===== src/rtl/host_wrfifo.sv =====
// host_wrfifo: host bus write buffer for the VGA text terminal.
// Synchronises the asynchronous ncs/nwr/nrd strobes, captures each host
// register write into a FIFO (with a one-entry overflow holding register),
// and drains entries to the control block over a valid/ready handshake.
// Optional build macro: WRFIFO_STATUS_EN adds the fifo_level occupancy port.
module host_wrfifo #(
  parameter int DEPTH = 8,
  parameter int AW    = 4,
  parameter int DW    = 8
) (
  input  logic                     clk,
  input  logic                     nrst,
  input  logic                     ncs,
  input  logic                     nwr,
  input  logic                     nrd,
  input  logic [AW-1:0]            ext_address,
  input  logic [DW-1:0]            ext_data_in,
  output logic                     wait_sig,
  output logic                     rd_allow,
  output logic                     wr_valid,
  output logic [AW-1:0]            wr_address,
  output logic [DW-1:0]            wr_data,
  input  logic                     wr_ready
`ifdef WRFIFO_STATUS_EN
  ,
  output logic [$clog2(DEPTH):0]   fifo_level
`endif
);

  localparam int PW = $clog2(DEPTH);
  localparam int CW = PW + 1;
  localparam int EW = AW + DW;

  // Strobes packed so one generate loop builds all three synchronisers.
  logic [2:0] strobe_raw;
  logic [2:0] strobe_s;
  assign strobe_raw = {nrd, nwr, ncs};

  genvar gi;
  generate
    for (gi = 0; gi < 3; gi++) begin : g_sync
      logic [1:0] stage_reg;
      // Two-flop synchroniser; idles high so reset looks like "no strobe".
      always_ff @(posedge clk or negedge nrst) begin
        if (!nrst) stage_reg <= 2'b11;
        else       stage_reg <= {stage_reg[0], strobe_raw[gi]};
      end
      assign strobe_s[gi] = stage_reg[1];
    end
  endgenerate

  logic wr_act, rd_act, wr_event;
  logic wr_act_prev_reg;
  assign wr_act   = !strobe_s[0] && !strobe_s[1];
  assign rd_act   = !strobe_s[0] && !strobe_s[2];
  assign wr_event = wr_act && !wr_act_prev_reg;

  logic [EW-1:0] mem_reg [DEPTH];
  logic [PW-1:0] wr_ptr_reg, rd_ptr_reg;
  logic [CW-1:0] count_reg, count_next;
  logic          pend_v_reg;
  logic [EW-1:0] pend_reg;
  logic [EW-1:0] hold_reg;
  logic          wait_reg, rd_allow_reg;

  logic          full, empty, push, pop;
  logic [EW-1:0] push_word, head_word, bus_word;

  assign bus_word  = {ext_address, ext_data_in};
  assign full      = (count_reg == CW'(DEPTH));
  assign empty     = (count_reg == '0);
  // A pending entry always goes first so write order is never broken.
  assign push      = !full && (pend_v_reg || wr_event);
  assign push_word = pend_v_reg ? pend_reg : bus_word;
  assign pop       = !empty && wr_ready;
  assign head_word = mem_reg[rd_ptr_reg];

  // Storage array; no reset so it maps onto distributed RAM.
  always_ff @(posedge clk) begin
    if (push) mem_reg[wr_ptr_reg] <= push_word;
  end

  // Occupancy counter update.
  always_comb begin
    count_next = count_reg;
    case ({push, pop})
      2'b10:   count_next = count_reg + CW'(1);
      2'b01:   count_next = count_reg - CW'(1);
      default: count_next = count_reg;
    endcase
  end

  // Pointers, count, pending slot, last-popped hold and registered strobes.
  always_ff @(posedge clk or negedge nrst) begin
    if (!nrst) begin
      wr_act_prev_reg <= 1'b0;
      wr_ptr_reg      <= '0;
      rd_ptr_reg      <= '0;
      count_reg       <= '0;
      pend_v_reg      <= 1'b0;
      pend_reg        <= '0;
      hold_reg        <= '0;
      wait_reg        <= 1'b0;
      rd_allow_reg    <= 1'b0;
    end else begin
      wr_act_prev_reg <= wr_act;
      count_reg       <= count_next;
      if (push) wr_ptr_reg <= wr_ptr_reg + PW'(1);
      if (pop) begin
        rd_ptr_reg <= rd_ptr_reg + PW'(1);
        hold_reg   <= head_word;
      end
      if (wr_event && (full || pend_v_reg)) begin
        pend_v_reg <= 1'b1;
        pend_reg   <= bus_word;
      end else if (pend_v_reg && !full) begin
        pend_v_reg <= 1'b0;
      end
      wait_reg     <= pend_v_reg || (full && wr_act) || (rd_act && !empty);
      rd_allow_reg <= rd_act && empty && !pend_v_reg;
    end
  end

  // Head is shown while valid; the last popped entry is held when empty.
  assign wr_valid                = !empty;
  assign {wr_address, wr_data}   = empty ? hold_reg : head_word;
  assign wait_sig                = wait_reg;
  assign rd_allow                = rd_allow_reg;

`ifdef WRFIFO_STATUS_EN
  assign fifo_level = count_reg;
`endif

endmodule


===== config.mk =====
export PLATFORM = sky130hd
export DESIGN_NAME = host_wrfifo
export DESIGN_NICKNAME = d
export VERILOG_FILES = /design/src/rtl/host_wrfifo.sv
export SDC_FILE = /design/constraint.sdc
export NUM_CORES = 1
export LEC_CHECK = 0
export CAP_MARGIN = 0
export CORE_AREA = 2 2 97 99
export CTS_BUF_LIST = sky130_fd_sc_hd__clkbuf_4
export DETAILED_ROUTE_END_ITERATION = 8
export DIE_AREA = 0 0 99 101
export PLACE_DENSITY = 0.86
export SLEW_MARGIN = 0
export SYNTH_ARGS = -nofsm -noshare
export SYNTH_HDL_FRONTEND = slang
export SYNTH_SLANG_ARGS = --single-unit

===== constraint.sdc =====
create_clock -name clk -period 4.4 [get_ports clk]
set_input_delay 0.88 -clock clk [delete_from_list [all_inputs] [get_ports clk]]
set_output_delay 0.88 -clock clk [all_outputs]
set_load 0.02 [all_outputs]

==> impl_metrics.tcl, run 1 <==
set metrics [dict create \
    status "finished clean" \
    grt_pass1_wl_um 16600 \
    maxSlewHeadroom_pct 33.3 \
    drive_gt1_share_pct 26.1 \
    synth-seq-cells 140 \
    worst-setup-path-type "flip-flop to primary output" \
    insertion_delay_ns 0.51 \
    cpLargestDelayFamily "compound AO/OA/AOI/OAI gates" \
    cts_tree "built" \
    wl_per_cell_um 19.7 \
    rrSetupSlack_ns 1.49 \
    instances_no_fill 533 \
    detail_route.drc_violations 0 \
    r2r_cells 12 \
    ys_top_cells_by_count "96 x edfxtp_1, 50 x mux2_2, 38 x dfrtp_1" \
    end_kind "primary output" \
    async_flop_share_pct 31.4 \
    min_from "g_sync[1].stage_reg[0]$_DFF_PN1_" \
    p_int_mw 2.68 \
    grt_pass1_vias 3130 \
    power.density_mw_per_mm2 630 \
    io_pins 33 \
    yosysSeqAreaShare_pct 68.9 \
    cp_slowest_stage_delay_ns 0.61 \
    syn_area_mm2 0.00579 \
    yosysMostFrequentCell "edfxtp_1" \
    synth_fp_nets 389 \
    routed_wl_um 10500 \
    track_usage_pct 22.7 \
    synth_flop_cell "edfxtp_1" \
    diodes 0 \
    regToRegEndpoint "count_reg[2]$_DFFE_PN0P_" \
    peakVddDrop_uv 343 \
    largest_register_ffs 96 \
    syn_area_per_cell_um2 15.8 \
    path_clk_slew_ns 0.12 \
    power.leakage_nw 2.33 \
    die-area_mm2 0.0100 \
    gp_congestion 0.799 \
    worst-path-buf-inv 1 \
    h-tree-depth 4 \
    crit_arrival_ns 2.68 \
    worst_path_max_delay_cell "clkdlybuf4s50_1" \
    critPathRequiredTime_ns 3.52 \
    start_kind "flip-flop" \
    synth_cells 366 \
    grt-ovfl-total 0 \
    yosys-top-cells-area "edfxtp_1 50%, dfrtp_1 16%, mux2_2 9.7%" \
    grt_max_degree 51 \
    maxSlewViolCount 0 \
    antenna_found_initial 0 \
    sequentialPowerShare_pct 44.9 \
    dr.pass1.iters 5 \
    min_to "g_sync[1].stage_reg[1]$_DFF_PN1_" \
    yosysTopAreaCell "edfxtp_1" \
    rsz0062_at_grt "no" \
    power_frac_comb_pct 36.3 \
    cts_inserted_buffers 17 \
    synth-edff-count 96 \
    io_buffers 32 \
    fp.dieH_um 101 \
    dp_hpwl_um 7070 \
    vias 3199 \
    finalCriticalPeriod_ns 3.56 \
    swShare_pct 34.4 \
    drtAntennaViolNets 0 \
    cp_cell_sequence "nand2b_1 -> o22ai_1 -> a221o_1 -> o21ai_1 -> clkdlybuf4s50_1" \
    drt-vias-per-instance 6.00 \
    synth.top_cell.area_share_pct 49.8 \
    cts_root_buf "clkbuf_4" \
    setup_tns_ns 0 \
    clockBufferDepth 2 \
    cts.repair.resized 0 \
    dp_cells 501 \
    nets 432 \
    hold_violations 0 \
    min_path_cells 0 \
    worst_pin_slew_ns 0.993 \
    max_freq_mhz 281 \
    clkPwrFrac_pct 18.8 \
    fin_crit_sh_pct 81.0 \
    initial_utilization_pct 64.5 \
    drt_iter0_markers 259 \
    cts.sinks 140 \
    post_cts_buffers 0 \
    area_growth_pct 11.9 \
    setup_viol 0 \
    core_area_mm2 0.00898 \
    die_w_um 99 \
    r2r_start "count_reg[1]$_DFFE_PN0P_" \
    crit_fanout 12 \
    ys_warn_count 0 \
    cts_hold_buf 0 \
    yosysUniqueCellTypes 41 \
    hp-class "flip-flop to flip-flop" \
    fin_skew_ns 0.0164 \
    p_sw_mw 1.40 \
    max_cap_violations 0 \
    fp-row-count 35 \
]
-- worst max path at each step --
stage                     depth (start not counted)  slack [ns]                       from                        to
after floorplan                                   6        1.83  rd_ptr_reg[0]$_DFFE_PN0P_                wr_data[2]
after global placement                           10        1.50                   wr_ready  count_reg[2]$_DFFE_PN0P_
after detailed placement                          5        1.39  rd_ptr_reg[1]$_DFFE_PN0P_                wr_data[7]
after CTS                                         5        0.81  rd_ptr_reg[1]$_DFFE_PN0P_                wr_data[7]
after global routing                              5        0.65  rd_ptr_reg[1]$_DFFE_PN0P_                wr_data[1]
final                                             5        0.84  rd_ptr_reg[1]$_DFFE_PN0P_                wr_data[7]
-- worst reg2reg max path: stages, from the launching register on --
cell,delay (ns)
dfrtp_1,0.53
nor4_4,0.35
buf_4,0.31
inv_2,0.11
nand2_4,0.25
inv_2,0.11
ha_1,0.27
xor2_1,0.17
ha_1,0.19
a21oi_1,0.15
xor2_1,0.16
nor2_1,0.06
xor2_1,0.14
-- cell families (layout without fill, tap and decap cells) --
logic type,after synthesis,in the layout,share of synthesized area (%)
adders and majority gates,6,6,1.25
DFF,140,140,68.9
buffers and inverters,24,80,2.87
and+or+nand+nor,59,59,5.38
xor gates and xnor gates,9,9,1.36
AOI/OAI and AO/OA,54,54,6.31
muxes,74,74,13.9
-- power by group through the flow --
| stage | clock network (mW) | registers (mW) | logic, mW |
|---|---|---|---|
| 2_1_floorplan | 0 | 1.77 | 1.11 |
| 3_3_place_gp | 0 | 1.84 | 1.43 |
| 3_5_place_dp | 0 | 1.86 | 1.48 |
| 4_1_cts | 0.784 | 1.83 | 1.49 |
| 5_1_grt | 0.833 | 1.86 | 1.60 |
| 6_report | 0.767 | 1.83 | 1.48 |
-- metal layers --
metal  vias to the layer above  part of all wire, %  track usage (%)
met3                         6                  6.2             5.83
li1                       1483                    -                -
met2                       118                   49             36.0
met4                         0                 0.79             6.95
met1                      1592                   44             31.4
met5                         -                    0                0
-- layout make-up --
class                           instances  area [µm²]
Tap cell                              111         139
Timing Repair Buffer                   44         418
Clock inverter                         12         116
Inverter                                4        15.0
Fill cell                             571        2500
Clock buffer                           20         150
Multi-Input combinational cell        202        1650
Sequential cell                       140        3990
-- cells in the final DEF, fill, tap and decap left out, types with 2 or more instances in the layout --
cell type	n
a221o_1	12
mux2_2	50
o22ai_1	12
nor2_1	8
inv_1	2
nand2b_1	4
mux2i_1	24
dfstp_2	6
clkinvlp_4	4
nand2_1	30
o21ai_1	18
edfxtp_1	96
xnor2_1	6
inv_6	3
clkinv_4	3
ha_1	5
nor4_4	2
nor4_1	2
clkbuf_4	20
dfrtp_1	37
o21ai_0	6
nor3_1	5
clkdlybuf4s50_1	31
inv_2	2
buf_4	11
xor2_1	3
-- metrics by stage --
step | util (%) | hold WS, ns | setup slack (ns) | power, mW | cell area, µm²
global placement | 69.2 | 0.346 | 1.50 | 3.27 | 6210
global route | 72.2 | 0.371 | 0.645 | 4.29 | 6480
CTS | 72.2 | 0.366 | 0.810 | 4.10 | 6480
floorplan | - | 0.345 | 1.83 | 2.89 | 5790
finish | 72.2 | 0.365 | 0.838 | 4.08 | 6480
detailed placement | 69.2 | 0.347 | 1.39 | 3.34 | 6210
Power figures use the tool's default switching activity.
==> run 2: changes to the inputs <==
Settings changed: CORE_AREA 2 2 97 99 to 2 2 100 102, DIE_AREA 0 0 99 101 to 0 0 102 104, PLACE_DENSITY 0.86 to 0.81.
Clock period 4.4 ns to 3.7 ns, I/O delays scaled along.
==> impl_metrics.tcl, run 2 (same netlist as run 1, synthesis figures left out) <==
set metrics [dict create \
    largest_register_ffs 96 \
    h-tree-depth 4 \
    max_cap_violations 0 \
    start_kind "flip-flop" \
    cts_root_buf "clkbuf_4" \
    setup_viol 0 \
    grt_pass1_vias 3065 \
    dp_cells 523 \
    peakVddDrop_uv 323 \
    hold_violations 0 \
    drive_gt1_share_pct 26.3 \
    io_pins 33 \
    status "finished with violations" \
    crit_arrival_ns 2.74 \
    routed_wl_um 10300 \
    grt_pass1_wl_um 16200 \
    fin_util_pct 68.5 \
    maxSlewViolCount 0 \
    initial_utilization_pct 60.6 \
    hp-class "input pin to asynchronous set/reset pin" \
    drtAntennaViolNets 0 \
    rsz0062_at_grt "no" \
    cp_slowest_stage_delay_ns 0.65 \
    max_freq_mhz 287 \
    fp-row-count 36 \
    nets 432 \
    crit_fanout 20 \
    fin_ws_ns 0.215 \
    detail_route.drc_violations 2 \
    layout_common_cells "96 x edfxtp_1, 50 x mux2_2, 37 x dfrtp_1" \
    maxSlewHeadroom_pct 33.4 \
    instances_no_fill 555 \
    place_ws_ns 0.780 \
    drt-vias-per-instance 5.58 \
    p_total_mw 4.93 \
    die_w_um 102 \
    antenna_found_initial 0 \
    area_growth_pct 13.1 \
    dp_hpwl_um 6930 \
    worst_path_max_delay_cell "dfrtp_2" \
    worst_pin_slew_ns 0.992 \
    wl_per_cell_um 18.5 \
    setup_tns_ns 0 \
    power.leakage_nw 2.34 \
    cts.repair.resized 0 \
    critPathRequiredTime_ns 2.96 \
    die-area_mm2 0.0106 \
    power.density_mw_per_mm2 753 \
    cts_hold_buf 0 \
    cts.sinks 140 \
    r2r_cells 12 \
    diodes 0 \
    rrSetupSlack_ns 0.80 \
    fin_area_mm2 0.00655 \
    clockBufferDepth 2 \
    cts_tree "built" \
    fin_skew_ns 0.0159 \
    fp.dieH_um 104 \
    path_clk_slew_ns 0.13 \
    regToRegEndpoint "count_reg[2]$_DFFE_PN0P_" \
    track_usage_pct 21.1 \
    io_buffers 32 \
    drt_iter0_markers 230 \
    place_area_mm2 0.00625 \
    finalCriticalPeriod_ns 3.48 \
    grt-ovfl-total 0 \
    hold_ws_ns 0.356 \
    end_kind "primary output" \
    violations "design-rule violations" \
    core_area_mm2 0.00955 \
    post_cts_buffers 0 \
    dr.pass1.iters 7 \
    insertion_delay_ns 0.52 \
    fin_crit_sh_pct 94.2 \
    vias 3095 \
    cts_inserted_buffers 17 \
    cp_cell_sequence "buf_12 -> mux2_2 -> o22ai_1 -> a221o_1 -> o21ai_1 -> clkdlybuf4s50_1" \
    gp_congestion 0.759 \
    layout_commonest_cell "edfxtp_1" \
    worst-setup-path-type "flip-flop to primary output" \
    grt_max_degree 45 \
    r2r_start "count_reg[1]$_DFFE_PN0P_" \
]
run 2: changes by cell type in the layout (fill, tap and decap cells not counted), sizes merged:
cell / delta
inv: +1
clkinv: -1
clkinvlp: +2
bufinv: +1
clkbuf: -3
run 2: layout make-up:
class,count,area (µm²)
fill,660,3000
clock inverter,15,166
sequential,140,3990
clock buffer,17,128
tap,133,166
multi-input combinational,202,1650
inverter,4,15.0
timing repair buffer,44,430
run 2: worst max-delay path by stage:
stage	start	endpoint	slack, ns	depth (start not counted)
floorplan	count_reg[0]$_DFFE_PN0P_	mem_reg[0][0]$_DFFE_PP_	1.20	4
global placement	rd_ptr_reg[0]$_DFFE_PN0P_	wr_data[3]	0.81	6
detailed placement	rd_ptr_reg[0]$_DFFE_PN0P_	wr_data[3]	0.78	6
CTS	rd_ptr_reg[0]$_DFFE_PN0P_	wr_data[6]	0.18	6
global route	rd_ptr_reg[0]$_DFFE_PN0P_	wr_data[3]	0.05	6
finish	rd_ptr_reg[0]$_DFFE_PN0P_	wr_data[3]	0.22	6
run 2: layer usage:
metal / global-route usage [%] / up-vias / wire (µm)
li1: - / 1479 / -
met1: 31.7 / 1507 / 4820
met2: 30.1 / 103 / 4760
met3: 5.85 / 6 / 622
met4: 6.86 / 0 / 87
met5: 0 / - / 0
run 2: critical path, delay by kind of cell, from the launching register on:
family / cells / cell delay (ns)
flops: 1 / 0.65
mux: 1 / 0.20
buf+inv: 2 / 0.86
compound gates: 3 / 0.52
run 2: power breakdown:
| part | internal, mW | total [mW] | switching (mW) | leakage (nW) |
|---|---|---|---|---|
| registers | 1.97 | 2.21 | 0.243 | 1.38 |
| clock network | 0.410 | 0.973 | 0.563 | 0.138 |
| logic | 0.870 | 1.74 | 0.875 | 0.817 |
